### src/rtl/sysid_pkg.sv
// Shared constants for the sysid register block: word map, CAPS layout and CONTROL bits.
package sysid_pkg;

    localparam logic [3:0] SYSID_ADDR_ID        = 4'd0;
    localparam logic [3:0] SYSID_ADDR_TIMESTAMP = 4'd1;
    localparam logic [3:0] SYSID_ADDR_CAPS      = 4'd2;
    localparam logic [3:0] SYSID_ADDR_SCRATCH   = 4'd3;
    localparam logic [3:0] SYSID_ADDR_UPTIME_LO = 4'd4;
    localparam logic [3:0] SYSID_ADDR_UPTIME_HI = 4'd5;
    localparam logic [3:0] SYSID_ADDR_CONTROL   = 4'd6;
    localparam logic [3:0] SYSID_ADDR_RSVD      = 4'd7;
    localparam logic [3:0] SYSID_ADDR_USER0     = 4'd8;

    localparam int unsigned SYSID_CAPS_VER_LSB   = 24;
    localparam int unsigned SYSID_CAPS_LAT_LSB   = 16;
    localparam int unsigned SYSID_CAPS_NUSER_LSB = 8;
    localparam int unsigned SYSID_CAPS_UPW_LSB   = 0;
    localparam logic [7:0]  SYSID_CAPS_VERSION   = 8'h01;

    localparam int unsigned SYSID_CTRL_CLEAR  = 0;
    localparam int unsigned SYSID_CTRL_FREEZE = 1;

    function automatic logic [31:0] sysid_caps(input int unsigned lat,
                                               input int unsigned nuser,
                                               input int unsigned upw);
        logic [31:0] w_caps;
        w_caps = '0;
        w_caps[SYSID_CAPS_VER_LSB +: 8]   = SYSID_CAPS_VERSION;
        w_caps[SYSID_CAPS_LAT_LSB +: 4]   = lat[3:0];
        w_caps[SYSID_CAPS_NUSER_LSB +: 8] = nuser[7:0];
        w_caps[SYSID_CAPS_UPW_LSB +: 8]   = upw[7:0];
        return w_caps;
    endfunction

endpackage

### src/rtl/sysid_rd_pipe.sv
// Fixed-latency read return pipe: shifts {valid, data} LATENCY stages; output data holds
// the last valid word between pulses.
module sysid_rd_pipe #(
    parameter int unsigned LATENCY = 1
) (
    input  logic        i_clk,
    input  logic        i_rst_n,
    input  logic        i_valid,
    input  logic [31:0] i_data,
    output logic        o_valid,
    output logic [31:0] o_data
);

    logic [LATENCY-1:0] r_valid;
    logic [31:0]        r_data [LATENCY];

    always_ff @(posedge i_clk or negedge i_rst_n) begin
        if (!i_rst_n) begin
            r_valid <= '0;
            for (int i = 0; i < LATENCY; i++) begin
                r_data[i] <= '0;
            end
        end else begin
            r_valid[0] <= i_valid;
            if (i_valid) begin
                r_data[0] <= i_data;
            end
            // Data stages only load behind a valid so the tail keeps the last returned word.
            for (int i = 1; i < LATENCY; i++) begin
                r_valid[i] <= r_valid[i-1];
                if (r_valid[i-1]) begin
                    r_data[i] <= r_data[i-1];
                end
            end
        end
    end

    assign o_valid = r_valid[LATENCY-1];
    assign o_data  = r_data[LATENCY-1];

endmodule

### src/rtl/nios_system_sysid_regs.sv
// Avalon-MM system-identification slave: constant ID words, scratch, control and an
// uptime counter whose high half is snapshotted on every UPTIME_LO read.
module nios_system_sysid_regs
    import sysid_pkg::*;
#(
    parameter logic [31:0] SYS_ID       = 32'h0000_0001,
    parameter logic [31:0] TIMESTAMP    = 32'd0,
    parameter int unsigned NUM_USER     = 4,
    parameter logic [((NUM_USER > 0) ? NUM_USER : 1)*32-1:0] USER_INIT = '0,
    parameter int unsigned READ_LATENCY = 1,
    parameter int unsigned UPTIME_W     = 64
) (
    input  logic        clock,
    input  logic        reset_n,
    input  logic [3:0]  address,
    input  logic        read,
    input  logic        write,
    input  logic [31:0] writedata,
    input  logic [3:0]  byteenable,
    output logic [31:0] readdata,
    output logic        readdatavalid
);

    localparam int unsigned          HI_W       = UPTIME_W - 32;
    localparam logic [31:0]          CAPS       = sysid_caps(READ_LATENCY, NUM_USER, UPTIME_W);
    localparam logic [UPTIME_W-1:0]  UPTIME_ONE = 1;

    logic [31:0]         r_scratch;
    logic                r_freeze;
    logic [UPTIME_W-1:0] r_uptime;
    logic [HI_W-1:0]     r_snap;

    logic                w_rd_acc;
    logic                w_wr_scratch;
    logic                w_wr_ctrl;
    logic                w_clear;
    logic [31:0]         w_scratch_d;
    logic [31:0]         w_rdata;

    // A write in the same cycle as a read wins; the read is dropped entirely.
    assign w_rd_acc     = read & ~write;
    assign w_wr_scratch = write & (address == SYSID_ADDR_SCRATCH);
    assign w_wr_ctrl    = write & (address == SYSID_ADDR_CONTROL) & byteenable[0];
    assign w_clear      = w_wr_ctrl & writedata[SYSID_CTRL_CLEAR];

    always_comb begin
        w_scratch_d = r_scratch;
        for (int b = 0; b < 4; b++) begin
            if (byteenable[b]) begin
                w_scratch_d[8*b +: 8] = writedata[8*b +: 8];
            end
        end
    end

    always_comb begin
        w_rdata = '0;
        case (address)
            SYSID_ADDR_ID:        w_rdata = SYS_ID;
            SYSID_ADDR_TIMESTAMP: w_rdata = TIMESTAMP;
            SYSID_ADDR_CAPS:      w_rdata = CAPS;
            SYSID_ADDR_SCRATCH:   w_rdata = r_scratch;
            SYSID_ADDR_UPTIME_LO: w_rdata = r_uptime[31:0];
            SYSID_ADDR_UPTIME_HI: w_rdata[HI_W-1:0] = r_snap;
            SYSID_ADDR_CONTROL:   w_rdata[SYSID_CTRL_FREEZE] = r_freeze;
            default: begin
                for (int unsigned k = 0; k < NUM_USER; k++) begin
                    if (address == SYSID_ADDR_USER0 + 4'(k)) begin
                        w_rdata = USER_INIT[32*k +: 32];
                    end
                end
            end
        endcase
    end

    always_ff @(posedge clock or negedge reset_n) begin
        if (!reset_n) begin
            r_scratch <= '0;
            r_freeze  <= 1'b0;
            r_uptime  <= '0;
            r_snap    <= '0;
        end else begin
            if (w_wr_scratch) begin
                r_scratch <= w_scratch_d;
            end
            if (w_wr_ctrl) begin
                r_freeze <= writedata[SYSID_CTRL_FREEZE];
            end
            if (w_clear) begin
                r_uptime <= '0;
            end else if (!r_freeze) begin
                r_uptime <= r_uptime + UPTIME_ONE;
            end
            // High half captured alongside the LO read so a LO/HI pair is coherent.
            if (w_rd_acc && (address == SYSID_ADDR_UPTIME_LO)) begin
                r_snap <= r_uptime[UPTIME_W-1:32];
            end
        end
    end

    sysid_rd_pipe #(
        .LATENCY(READ_LATENCY)
    ) u_rd_pipe (
        .i_clk  (clock),
        .i_rst_n(reset_n),
        .i_valid(w_rd_acc),
        .i_data (w_rdata),
        .o_valid(readdatavalid),
        .o_data (readdata)
    );

endmodule

### config.mk
export PLATFORM = sky130hd
export DESIGN_NAME = nios_system_sysid_regs
export DESIGN_NICKNAME = d
export VERILOG_FILES = /design/src/rtl/sysid_pkg.sv /design/src/rtl/sysid_rd_pipe.sv /design/src/rtl/nios_system_sysid_regs.sv
export SDC_FILE = /design/constraint.sdc
export NUM_CORES = 1
export LEC_CHECK = 0
export CAP_MARGIN = 20
export CORE_MARGIN = 4
export CORE_UTILIZATION = 64
export CTS_BUF_LIST = sky130_fd_sc_hd__clkbuf_8
export DETAILED_ROUTE_END_ITERATION = 10
export PLACE_DENSITY = 0.92
export SLEW_MARGIN = 25
export SYNTH_ARGS = -nofsm -noshare
export SYNTH_HDL_FRONTEND = slang
export SYNTH_HIERARCHICAL = 1
export SYNTH_SLANG_ARGS = --single-unit
### constraint.sdc
create_clock -name clock -period 4.8 [get_ports clock]
set_input_delay 0.48 -clock clock [delete_from_list [all_inputs] [get_ports clock]]
set_output_delay 0.48 -clock clock [all_outputs]
set_load 0.01 [all_outputs]
Word-level counts from Yosys, hierarchy flattened

Cells that the tools add are included.

Register bits: 162
Bits in latches: 0
Memory bits (writable): 0
ROM bits: 0
Bits of input ports: 44
Output and inout port bits: 33
Logic and storage cells: 33
Memories: 0

$add $sub $neg: 1
Multiply operators: 0
Divide/modulo/power cells: 0
$lt $le $gt $ge: 0
Eq/ne operators: 6
Shift operators: 0
Multiplexer cells: 5
Bitwise gates (word level): 6
Reduce and logical (&&, ||, !) cells: 6

Operator list:

| kind                    | number |
|---|---|
| $mux W64                | 2 |
| $pmux W30 S4            | 1 |
| $add A64 B1 Y64 const B | 1 |
| $eq A4 B3 Y1 const B    | 3 |
| $eq A4 B2 Y1 const B    | 2 |
| $pmux W1 S4             | 2 |
| $reduce_and A2 Y1       | 4 |
| $and A1 B1 Y1           | 5 |
| $logic_not A4 Y1        | 1 |
| $ne A2 B1 Y1 const B    | 1 |
| $logic_and A1 B1 Y1     | 1 |
| $not A1 Y1              | 1 |

Longest topological paths before layout

Gate-level depths: netlist of run 1.

Word-level depth: 5
Gate-level depth with buffers: 9
Depth with buffers taken out: 6

Modules after synthesis

Netlist of run 1, hierarchy kept.

Modules (own cells, without submodules):

| module                 | times used | cells each | area each (µm²) | sequential area each (µm²) |
|---|---|---|---|---|
| nios_system_sysid_regs | 1          | 665        | 6602.6          | 3228.1 |
| sysid_rd_pipe          | 1          | 69         | 1370.1          | 825.8 |

Worst setup path before layout of run 1

Ideal clock, no wire load.

Path kind: reg2reg
Start point: register r_uptime[0]
End point: register r_uptime[52]
Setup time: 78 ps
Arrival: 2091 ps
Data required time: 4722 ps
Slack: 2631 ps
Cell stages (with the launch flop): 9
Path buffers: 2
Period minus slack after synthesis: 2169 ps
Cells stage by stage: dfrtp_1 -> ha_1 -> nor2b_1 -> buf_2 -> nand4_4 -> or4_1 -> clkbuf_2 -> or4_1 -> a21oi_1

Cells in the longest elaborated chain, start to end: 3

Ends and longest elaborated chain:

| what                   | RTL line                     | source |
|---|---|---|
| from (decl)            | nios_system_sysid_regs.sv:30 | `logic [UPTIME_W-1:0] r_uptime;` |
| from (signal assigned) | nios_system_sysid_regs.sv:91 | `r_uptime <= r_uptime + UPTIME_ONE;` |
| $add A64 B1 Y64        | nios_system_sysid_regs.sv:91 |  |
| $mux W64               | nios_system_sysid_regs.sv:90 | `end else if (!r_freeze) begin` |
| $mux W64               | nios_system_sysid_regs.sv:88 | `if (w_clear) begin` |

Every way passes these cells. The select of a mux whose other input is x is not followed.
A chain may end at the register's enable or synchronous reset.

Final worst setup path of run 1

Start point: register r_uptime[10]
End point: register r_uptime[59]

The elaborated chain is that of the path after synthesis.

==> results of run 1 <==
==> registers in the layout, indices dropped and copies added (netlist names) <==
| name | count |
|---|---|
| r_snap | 32 |
| u_rd_pipe/o_data | 32 |
| u_rd_pipe/o_valid | 1 |
| r_freeze | 1 |
| r_scratch | 32 |
| r_uptime | 64 |
==> worst max-delay path, delay by kind of cell (launching register included) <==
family	cells	cell delay, ps
simple gates	4	2170
compound gates	1	160
flops	1	580
==> power breakdown <==
part           total, mW  switching, mW  internal (mW)
Sequential          1.86          0.263           1.60
Clock              0.906          0.479          0.428
Combinational      0.535          0.248          0.287
==> kinds of logic (layout without fill, tap and decap cells) <==
family / after synthesis / after routing / synth area share, %
adders and majority gates: 1 / 1 / 0.157
and+or+nand+nor: 268 / 268 / 17.6
DFF: 162 / 162 / 50.8
buffers and inverters: 48 / 123 / 3.04
AOI/OAI and AO/OA: 124 / 124 / 9.60
xor gates and xnor gates: 36 / 36 / 3.95
muxes: 95 / 95 / 14.8
==> final timing paths <==
check                             startpoint                   to  cells past startpoint
worst max-delay path            r_uptime[10]         r_uptime[59]                      5
worst min-delay path                 reset_n  u_rd_pipe/o_data[5]                      1
worst max register to register  r_uptime[10]         r_uptime[59]                      5
worst min register to register    r_snap[10]           r_snap[10]                      2
max in group asynchronous            reset_n        r_scratch[16]                      2
min in group clock                r_snap[10]           r_snap[10]                      2
==> synthesized netlist by cell type (12+ instances only) <==
cell      instances  area share, %
nand2_1          84            4.0
nor4_1           12           0.94
xor2_1           21            2.3
o21ai_0          51            3.2
mux2_2           64            9.0
a21oi_1          31            1.9
dfrtp_1         162             51
a22o_1           28            3.1
mux2_4           30            5.6
nand4_1          26            2.0
or4_1            12            1.1
nand3_1          27            1.7
nor2_1           44            2.1
clkbuf_1         25            1.2
xnor2_1          15            1.6
or3_1            16            1.3
==> layout make-up <==
class	count	area, um2	share of cell area, %
Clock inverter	8	36.3	0.396
Sequential cell	162	4050	44.2
Clock buffer	23	317	3.45
Timing Repair Buffer	84	820	8.94
Inverter	8	30.0	0.328
Multi-Input combinational cell	524	3700	40.4
Tap cell	168	210	2.29
==> per-layer routing <==
| metal | GRT usage (%) | routed length [um] |
|---|---|---|
| met2 | 47.9 | 10000 |
| met4 | 13.0 | 782 |
| met1 | 39.3 | 8140 |
| met5 | 0 | 0 |
| met3 | 7.78 | 1800 |
==> impl_metrics.csv, run 1 <==
group,metric,value,unit
sta,setup_ws,1820,ps
clock_network,clk_pin_slew,80,ps
sta,final.setup.tns,0,ps
floorplanning,dieHeight,120,um
floorplanning,rows,40,
global_route,antenna_found_initial,0,
finish,drive_above_1_share,17.6,%
global_route,first_global_vias,6323,
yosys,async_flop_share,100,%
floorplanning,start_util,65.8,%
sta,tightest_slew,1070,ps
yosys,synth.avg_cell_area,10.9,um2
clock_network,cts_buffer_depth,2,
yosys,synth_flop_cell,"dfrtp_1",
power,leakage,3.90,nW
yosys,synth_seq_area_share,50.8,%
worst_setup_path,reg2reg_slack,1820,ps
placement,portBuffers,76,
finish,stdcell_area,9170,um2
worst_setup_path,crit_top_cell,"nand4_1",
sta,whs,123,ps
finish,syn_to_final_growth,15.0,%
finish,utilization,75.7,%
worst_setup_path,cp_cell_sequence,"nand4_1 > nor3_1 > nand4_1 > or4_1 > a21oi_1",
clock_network,htree_levels,4,
yosys,ys_types,41,
sta,fin_worst_skew,9.77,ps
placement,post-dp-hpwl,14400,um
global_route,grt_pass1_wl,33600,um
global_route,grt_remaining_overflow,0,
outcome,outcome,"finished, final reports clean",
yosys,syn_area,7970,um2
power,p_total,3.30,mW
placement,gp_congestion,0.909,
sta,max_slew_margin,28.9,%
clock_network,hold_buffers,0,
yosys,synth-seq-cells,162,
power,peakVddDrop,0.211,mV
finish,fillerInstances,744,
drt,postRouteAntennaNets,0,
placement,placed_cells,946,
clock_network,numCtsBuffers,17,
worst_setup_path,slowest_delay,820,ps
global_route,globalRouteTotalUtil,30.1,%
floorplanning,fp.dieW,120,um
global_route,grt_max_degree,120,
sta,max_clock_freq,0.336,GHz
worst_setup_path,critPathArrivalTime,3370,ps
worst_setup_path,crit_slowest_cell,"nor3_1",
clock_network,cts_sinks,162,
finish,fin_cells,977,
sta,setup_viol,0,
clock_network,clk_latency,460,ps
worst_setup_path,crit_path_max_fanout,10,
floorplanning,core,12100,um2
min_path,hold_path_class,"input port to async pin",
drt,firstDrtPassIters,8,
job,max-cap-violations,0,
clock_network,post-cts-setup-buffers,0,
finish,final_common_cell,"dfrtp_1",
finish,antenna_cells,0,
worst_setup_path,cp-end-kind,"flip-flop",
placement,place_ws,1740,ps
yosys,syn_inst,734,
sta,finalHoldViolCount,0,
floorplanning,io_pins,77,
finish,mostFrequentLayoutCells,"dfrtp_1, nand2_1, clkdlybuf4s50_1",
floorplanning,dieArea,14300,um2
clock_network,cts_resized,0,
placement,place_area,8810,um2
finish,num-nets-final,842,
sta,fin_crit_sh,62.1,%
drt,avgRoutedWirePerCell,21.2,um
sta,finalCriticalPeriod,2980,ps
clock_network,root_buffer,"clkbuf_8",
drt,wirelength,20800,um
worst_setup_path,crit_required,5190,ps
drt,drtIter0Drc,737,
worst_setup_path,path_class,"flip-flop to flip-flop",
drt,vias_per_cell,6.55,
worst_setup_path,cp-start-kind,"flip-flop",
drt,drc,0,
power,p_per_area,360,nW/um2
yosys,yosysWarnings,6,
sta,finalMaxSlewViolations,0,
yosys,synth_edf_count,0,
sta,rsz0062_at_grt,"no",
drt,vias,6395,
clock_network,tritoncts,"done",
yosys,synth_nets,779,
No activity file was read; power rests on OpenSTA's default activity.
==> run 2: changes to the inputs <==
--- a/config.mk
+++ b/config.mk
@@ -7,10 +7,10 @@
 export LEC_CHECK = 0
 export CAP_MARGIN = 20
 export CORE_MARGIN = 4
-export CORE_UTILIZATION = 64
+export CORE_UTILIZATION = 54
 export CTS_BUF_LIST = sky130_fd_sc_hd__clkbuf_8
 export DETAILED_ROUTE_END_ITERATION = 10
-export PLACE_DENSITY = 0.92
+export PLACE_DENSITY = 0.83
 export SLEW_MARGIN = 25
 export SYNTH_ARGS = -nofsm -noshare
 export SYNTH_HDL_FRONTEND = slang
==> constraint.sdc (replaced) <==
create_clock -name clock -period 2.5 [get_ports clock]
set_input_delay 0.25 -clock clock [delete_from_list [all_inputs] [get_ports clock]]
set_output_delay 0.25 -clock clock [all_outputs]
set_load 0.01 [all_outputs]
==> run 2 against run 1 <==
Net effect:
- utilization fell by 10 points
- critical path depth rose by 1
- cell area rose by 3.3%
- largest power group unchanged
- largest cell class unchanged
- register-to-register slack got worse by 1700 ps
- via count fell by 1.3%
- sequential share of layout area fell by 1.4 points
- die area rose by 17%
- setup slack got worse by 1700 ps
- critical path type unchanged
- hold slack improved by 120 ps
- final cell count rose by 3.9%
- non-clock buffer count rose by 21
- routed wire length fell by 2.9%
==> impl_metrics.csv, run 2 (synthesis gave the netlist of run 1 again) <==
group,metric,value,unit
floorplanning,fp.dieW,130,um
min_path,hold_path_class,"input port to flip-flop",
finish,utilization,65.4,%
clock_network,root_buffer,"clkbuf_8",
drt,drc,0,
finish,fin_cells,1015,
drt,avgRoutedWirePerCell,19.9,um
worst_setup_path,crit_slowest_cell,"or4_1",
finish,syn_to_final_growth,18.8,%
job,max-cap-violations,0,
worst_setup_path,critPathArrivalTime,2760,ps
placement,place_area,9050,um2
global_route,antenna_found_initial,0,
sta,rsz0062_at_grt,"no",
worst_setup_path,cp_cell_sequence,"and4_1 > nand4_4 > or4_1 > buf_4 > or4_1 > a21oi_1",
placement,placed_cells,982,
placement,gp_congestion,0.904,
sta,finalMaxSlewViolations,0,
sta,final.setup.tns,0,ps
sta,finalCriticalPeriod,2360,ps
sta,finalHoldViolCount,0,
sta,tightest_slew,686,ps
placement,post-dp-hpwl,14100,um
power,p_per_area,692,nW/um2
finish,drive_above_1_share,20.1,%
drt,vias_per_cell,6.22,
clock_network,cts_sinks,162,
min_path,min-delay-start,"address[0]",
drt,firstDrtPassIters,6,
outcome,outcome,"finished, final reports clean",
global_route,grt_remaining_overflow,0,
finish,antenna_cells,0,
worst_setup_path,crit_path_max_fanout,16,
worst_setup_path,crit_top_cell,"or4_1",
sta,setup_viol,0,
floorplanning,dieArea,16800,um2
worst_setup_path,r2r_start,"r_uptime[24]",
worst_setup_path,cp-start-kind,"flip-flop",
placement,portBuffers,76,
drt,postRouteAntennaNets,0,
clock_network,htree_levels,4,
drt,wirelength,20200,um
sta,max_clock_freq,0.424,GHz
worst_setup_path,cp-end-kind,"flip-flop",
drt,drtIter0Drc,948,
sta,fin_worst_skew,8.72,ps
sta,max_slew_margin,54.2,%
worst_setup_path,critPathTopFamily,"simple AND/OR/NAND/NOR gates",
worst_setup_path,crit_required,2900,ps
clock_network,tritoncts,"done",
sta,fin_crit_sh,94.3,%
finish,mostFrequentLayoutCells,"dfrtp_1, nand2_1, clkdlybuf4s50_1",
clock_network,clk_latency,470,ps
clock_network,numCtsBuffers,17,
global_route,grt_pass1_wl,32500,um
worst_setup_path,cp.buffers_inverters,1,
clock_network,cts_buffer_depth,2,
finish,largest_register,"r_uptime",
global_route,grt_max_degree,74,
finish,stdcell_area,9480,um2
worst_setup_path,worstSetupStartpoint,"r_uptime[24]",
worst_setup_path,slowest_delay,560,ps
global_route,globalRouteTotalUtil,24.9,%
finish,final_common_cell,"dfrtp_1",
floorplanning,core,14500,um2
worst_setup_path,path_class,"flip-flop to flip-flop",
floorplanning,dieHeight,130,um
power,peakVddDrop,0.339,mV
finish,fillerInstances,1051,
drt,vias,6313,
clock_network,clk_pin_slew,80,ps
finish,num-nets-final,863,
floorplanning,io_pins,77,
floorplanning,start_util,55.1,%
global_route,first_global_vias,6294,
floorplanning,rows,44,
finish,largest_reg_flops,64,
power,leakage,4.03,nW
-- run 2: tightest hold or removal path, stage by stage --
cell and delay, ps:
buf_2 120, a21oi_1 70, nor2_1 90, mux2_4 140
-- run 2: worst paths after layout --
check,endpoint,slack [ps],cells after the start
hold reg to reg,r_snap[1],480,2
setup / recovery,r_uptime[60],140,6
max in group asynchronous,r_uptime[52],1410,3
hold / removal,u_rd_pipe/o_data[0],240,4
min in group asynchronous,r_scratch[3],370,2
setup reg to reg,r_uptime[60],140,6
-- run 2: per-stage QoR --
step                      total power [mW]  worst slack [ps]  hold slack [ps]
after floorplan                       4.10               331            -45.6
after global placement                4.53               158              312
after detailed placement              4.62               101              330
after CTS                             6.57              88.6              209
after global routing                  6.86              14.1              228
final                                 6.55               144              238
-- run 2: per-layer routing --
metal | global-route usage (%) | part of all wire, % | vias up
met5 | 0 | 0 | -
met2 | 40.2 | 49 | 305
met4 | 8.99 | 2.0 | 0
li1 | - | - | 2831
met3 | 5.89 | 8.6 | 42
met1 | 33.2 | 40 | 3135
-- run 2: what timing repair did --
action                                 CTS  global route
hold buffers                             1             0
setup endpoints to repair                0             2
setup buffers                            0             0
gates resized for setup                  0             2
endpoints found under the hold margin   71             0
-- run 2: layout make-up --
| cell class | count | area, um2 | share of cell area, % |
|---|---|---|---|
| clock inverter | 10 | 106 | 1.12 |
| tap | 184 | 230 | 2.43 |
| clock buffer | 22 | 303 | 3.20 |
| multi-input combinational | 524 | 3700 | 39.0 |
| sequential | 162 | 4060 | 42.8 |
| inverter | 8 | 30.0 | 0.317 |
| timing repair buffer | 105 | 1050 | 11.1 |
-- run 2: report_power, final --
group / leakage, nW / switching [mW] / internal, mW
Sequential: 2.12 / 0.443 / 3.07
Combinational: 1.70 / 0.498 / 0.589
Clock: 0.208 / 0.945 / 1.01
Total: 4.03 / 1.89 / 4.67
==> variant 1: new RTL, config.mk and constraints of run 2 <==
Put a register stage on the output `readdata`. The value now appears one clock later. The other outputs are not delayed to match.
--- a/src/rtl/nios_system_sysid_regs.sv
+++ b/src/rtl/nios_system_sysid_regs.sv
@@ -26,2 +26,4 @@
     localparam logic [UPTIME_W-1:0]  UPTIME_ONE = 1;
+
+    logic [31:0] readdata_d;
 
@@ -107,4 +109,8 @@
         .o_valid(readdatavalid),
-        .o_data (readdata)
+        .o_data (readdata_d)
     );
+
+    always_ff @(posedge clock) begin
+        readdata <= readdata_d;
+    end
 
Check against the original RTL: not equivalent (a bounded check fails within 4 cycles, from zero or initial values and one cycle with reset_n low).
==> variant 1 against run 2 <==
Synthesized area up 9.7%. Final area up 9.3%. Combinational power up 12%. Count of clock-buffer cells in the layout down 5. Via count up 8.5%. Total power up 11%. Sequential share of layout area up 2.5 points. Wire length up 13%. Sequential cell count up 32. Worst setup slack worse by 2.2 ps. Hold slack better by 45 ps. Fmax about the same.
==> variant 1: results (changes against run 2) <==
Outcome
  • Outcome: completed

Place
  • DP Wirelength: 16470 um (+17%)
  • Final GP Congestion: 0.9417 (+4.1%)

GRT
  • First-pass GRT wire length: 36510 um (+12%)
  • Largest net degree at the start of global routing: 58 (-22%)
  • Antenna violations before repair: 0 (unchanged)
  • Global route overflow: 0 (unchanged)
  • All-Layer GR Usage: 0.2569 (+0.007447)
  • Via count of the first global-routing pass: 6667 (+5.9%)

Hold path
  • Hold Path Class: in2async

Cells and area
  • Final net count: 914 (+5.9%)
  • Commonest non-fill, non-tap cell in the layout: dfrtp_1
  • Fill cell count: 1153 (+9.7%)
  • Ratio of cells with drive above 1 in the final layout: 0.2132 (+0.01219)

Logic synthesis
  • Synthesized-area fraction occupied by adder cells: 0.001431 (-0.0001388)
  • Mux cell area share after synthesis: 0.1375 (-0.01067)
  • Seq/Total Area, Yosys: 0.5368 (+0.02829)
  • Netlist cell types: 47 (+15%)
  • Area contributors post-synth: dfrtp_1 46%, mux2_2 8.4%, dfxtp_1 7.3%
  • FFs w/ async S/R, synth: 0.8351 (-0.1649)
  • Top cells by count, synth: 162 x dfrtp_1, 65 x mux2_2, 55 x nand3_1
  • Post-synthesis xor/xnor area fraction: 0.03705 (-0.002495)
  • Syn_nets: 818 (+5.0%)
  • Mapped Avg Cell Area: 11.31 um^2 (+4.2%)
  • Synth Area in Compound Gates: 0.08426 (-0.01178)

Power
  • Worst vdd ir: 0.4989 mV (+47%)
  • Lkg Pwr: 4.238 nW (+5.2%)
  • Sw Pwr: 2.278 mW (+21%)

Detailed routing
  • Pre-antenna DRT Iters: 6 (unchanged)
  • Via-per-instance ratio: 6.239 (+0.30%)
  • Initial DRC count: 1016 (+7.2%)
  • Routed WL: 22860 um (+13%)
  • Drt wl/cell: 20.82 um (+4.8%)

Setup path
  • Max Fanout on Critical Path: 7 (-9)
  • Crit path DAT: 2750 ps (about the same)
  • CP max stage delay: 690 ps (+130 ps)

STA
  • Tightest Pin Transition: 542.2 ps (-144.2 ps)
  • Worst Clk Skew: 13.76 ps (+5.037 ps)

Clock tree
  • Worst-path clk slew: 110 ps (+30 ps)
-- variant 1: changes by cell type after synthesis, sizes merged, moves of 4 or more --
cell,change
and4b,+4
nand2,-52
xnor2,+5
a22o,-28
nand3,+29
or3,+4
dfxtp,+32
xor2,-4
clkbuf,+10
a22oi,+27
-- variant 1: power groups by stage --
stage / clock network, mW / logic (mW) / registers [mW]
detailed placement: 0 / 1.21 / 4.19
floorplan: 0 / 0.785 / 3.99
global placement: 0 / 1.15 / 4.15
CTS: 1.97 / 1.22 / 4.13
global route: 2.09 / 1.34 / 4.20
finish: 1.93 / 1.22 / 4.15
-- variant 1: stage by stage --
step / hold slack [ps] / setup slack [ps] / instance area, um^2 / power [mW]
after floorplan: -45.59 / 304.1 / 8746 / 4.773
after global placement: 247.9 / 253.4 / 9967 / 5.299
after detailed placement: 246.1 / 214.0 / 9967 / 5.395
after CTS: 303.3 / 151.2 / 10360 / 7.324
after global routing: 323.1 / 41.91 / 10360 / 7.630
final: 283.1 / 141.4 / 10360 / 7.304
-- variant 1: logic make-up (layout without fill, tap and decap cells) --
logic type,count (synthesis),count (layout)
DFF,194,194
AOI/OAI and AO/OA,125,125
muxes,97,97
adders and majority gates,1,1
xor gates and xnor gates,37,37
and+or+nand+nor,263,263
buffers and inverters,56,165
-- variant 1: final timing paths --
kind	slack (ps)	end	cells after the start	from
max in group asynchronous	1460	u_rd_pipe/o_data[6]	3	reset_n
min reg2reg	380	readdata[20]	0	u_rd_pipe/o_data[20]
min in group clock	380	readdata[20]	0	u_rd_pipe/o_data[20]
min	280	u_rd_pipe/o_data[18]	2	reset_n
max reg2reg	140	r_uptime[57]	5	r_uptime[7]
max	140	r_uptime[57]	5	r_uptime[7]
-- variant 1: layout make-up --
| class | count | area [um^2] | share of cell area |
|---|---|---|---|
| multi-input cells | 523 | 3796 | 0.3664 |
| flip-flops and latches | 194 | 4695 | 0.4531 |
| inverters | 9 | 33.78 | 0.003260 |
| well taps | 216 | 270.3 | 0.02608 |
| clock inverters | 15 | 145.1 | 0.01401 |
| clock buffers | 17 | 234.0 | 0.02258 |
| repair buffers | 124 | 1187 | 0.1146 |
-- variant 1: repair_timing --
item | 4_1_cts | 5_1_grt
endpoints found under the hold margin | 53 | 0
resized for setup | 0 | 1
hold buffers | 1 | 0
setup endpoints to repair | 0 | 1
-- variant 1: layer usage --
metal	up-vias	track usage	share of wire
met1	3407	0.3532	0.41
met4	0	0.09071	0.027
met3	53	0.05015	0.080
met5	-	0	0
met2	352	0.4110	0.48
li1	3038	-	-
-- variant 1: critical path: cells and delay by family (launching register included) --
| kind | cells | cell delay, ps |
|---|---|---|
| flip-flops | 1 | 480 |
| AND/OR/NAND/NOR | 4 | 1640 |
| AO/OA/AOI/OAI | 1 | 150 |
==> variant 2: new RTL, config.mk and constraints of run 2 <==
Made on the original files. Set the package constant `SYSID_CAPS_VER_LSB` to 12 (it was 24).
--- a/src/rtl/sysid_pkg.sv
+++ b/src/rtl/sysid_pkg.sv
@@ -13,3 +13,3 @@
 
-    localparam int unsigned SYSID_CAPS_VER_LSB   = 24;
+    localparam int unsigned SYSID_CAPS_VER_LSB   = 12;
     localparam int unsigned SYSID_CAPS_LAT_LSB   = 16;
Formal check against the unedited RTL: not equivalent (Yosys sat finds a counterexample within 4 cycles, from zero or initial values and one cycle with reset_n low).
==> variant 2 against run 2 <==
Final area is 1.5% higher. Synthesized area is 0.31% higher. Clock skew grew 10 ps. Worst setup slack got worse by 46 ps. Wire length is 9.1% higher. Sequential cell count did not move. Clock power fell by 6%. Total power is 1.5% higher. Largest power group unchanged. Combinational power rose by 18%.
==> variant 2: results (changes against run 2) <==
Cells and area
  • Multi-input combinational area share: 0.3743 (-0.01605)
  • Multi-input gates: 477 (-9.0%)
  • Final net count: 867 (+0.46%)
  • Inverters: 39 (+31)
  • Ratio of cells with drive above 1 in the final layout: 0.2263 (+0.02538)
  • FF+latch area: 4054 um^2 (about the same)
  • Non-CTS buffers: 125 (+19%)
  • Buffer share of cell area: 0.1256 (+0.01453)
  • Clock-cell share of area: 0.03930 (-0.003877)

Detailed routing
  • WL met3: 1646 um (-5.2%)
  • Metal2 WL: 10570 um (+6.9%)
  • Initial DRC count: 812 (-14%)
  • Wl on met1: 9362 um (+15%)
  • Via count: 6362 (+0.78%)
  • Drt wl/cell: 21.58 um (+8.6%)

Setup path
  • CP max stage delay: 610 ps (+50 ps)
  • FF-to-FF path depth: 5 (-1)
  • Max Fanout on Critical Path: 7 (-9)
  • Slowest CP cell: or4_4

Logic synthesis
  • Top cells by count, synth: 162 x dfrtp_1, 60 x mux2_2, 41 x nor2_1
  • Mux cell area share after synthesis: 0.1421 (-0.006096)
  • Seq/Total Area, Yosys: 0.5069 (-0.001591)
  • Post-synthesis xor/xnor area fraction: 0.03395 (-0.005599)
  • Netlist cell types: 52 (+27%)
  • Synth Area in Compound Gates: 0.09246 (-0.003586)
  • Syn_nets: 763 (-2.1%)
  • Synthesized-area fraction occupied by adder cells: 0.001564 (-0.000004910)

Place
  • Final GP Congestion: 0.9708 (+7.4%)
  • DP Wirelength: 15980 um (+14%)

GRT
  • Largest net degree at the start of global routing: 63 (-15%)
  • First-pass GRT wire length: 34960 um (+7.5%)

Hold path
  • Hold Path Class: in2async

Power
  • Worst vdd ir: 0.3089 mV (-9.0%)
  • Sw Pwr: 2.090 mW (+11%)

STA
  • Max_slew headroom: 0.6112 (+0.06881)

Outcome
  • Outcome: completed
-- variant 2: stage by stage --
stage	instances	hold WS [ps]	area, um^2	setup WS [ps]	util
2_1_floorplan	718	-45.59	7998	228.2	-
3_3_place_gp	986	252.1	9220	116.9	0.6344
3_5_place_dp	986	265.2	9220	94.23	0.6344
4_1_cts	1019	322.5	9608	60.10	0.6611
5_1_grt	1019	342.6	9614	2.119	0.6615
6_report	1019	316.3	9614	97.87	0.6615
-- variant 2: worst max-delay path: cells and delay by family (launching register included) --
family	cells	cell delay [ps]
compound gates	1	150
flops	1	500
simple gates	4	1700
-- variant 2: what timing repair did --
| item | CTS | global route |
|---|---|---|
| resized for setup | 0 | 1 |
| hold buffers | 1 | 0 |
| endpoints found under the hold margin | 55 | 0 |
| setup endpoints to repair | 0 | 7 |
-- variant 2: power groups by stage --
| stage | combinational [mW] | clock, mW | sequential (mW) |
|---|---|---|---|
| 2_1_floorplan | 0.722 | 0 | 3.44 |
| 3_3_place_gp | 1.22 | 0 | 3.53 |
| 5_1_grt | 1.41 | 1.98 | 3.58 |
| 4_1_cts | 1.28 | 1.86 | 3.52 |
| 6_report | 1.29 | 1.83 | 3.54 |
| 3_5_place_dp | 1.27 | 0 | 3.57 |
-- variant 2: final timing paths --
check | from | to | slack (ps)
worst max-delay path | r_uptime[16] | r_uptime[54] | 100
worst min-delay path | reset_n | u_rd_pipe/o_data[9] | 320
worst max register to register | r_uptime[16] | r_uptime[54] | 100
worst min register to register | r_snap[4] | r_snap[4] | 500
max in group asynchronous | reset_n | r_snap[5] | 1430
min in group clock | writedata[27] | r_scratch[27] | 390
-- variant 2: per-layer routing --
metal  GRT usage  vias up
li1            -     2855
met1      0.3669     3227
met2      0.4322      257
met3     0.06549       23
met4     0.08741        0
met5           0        -
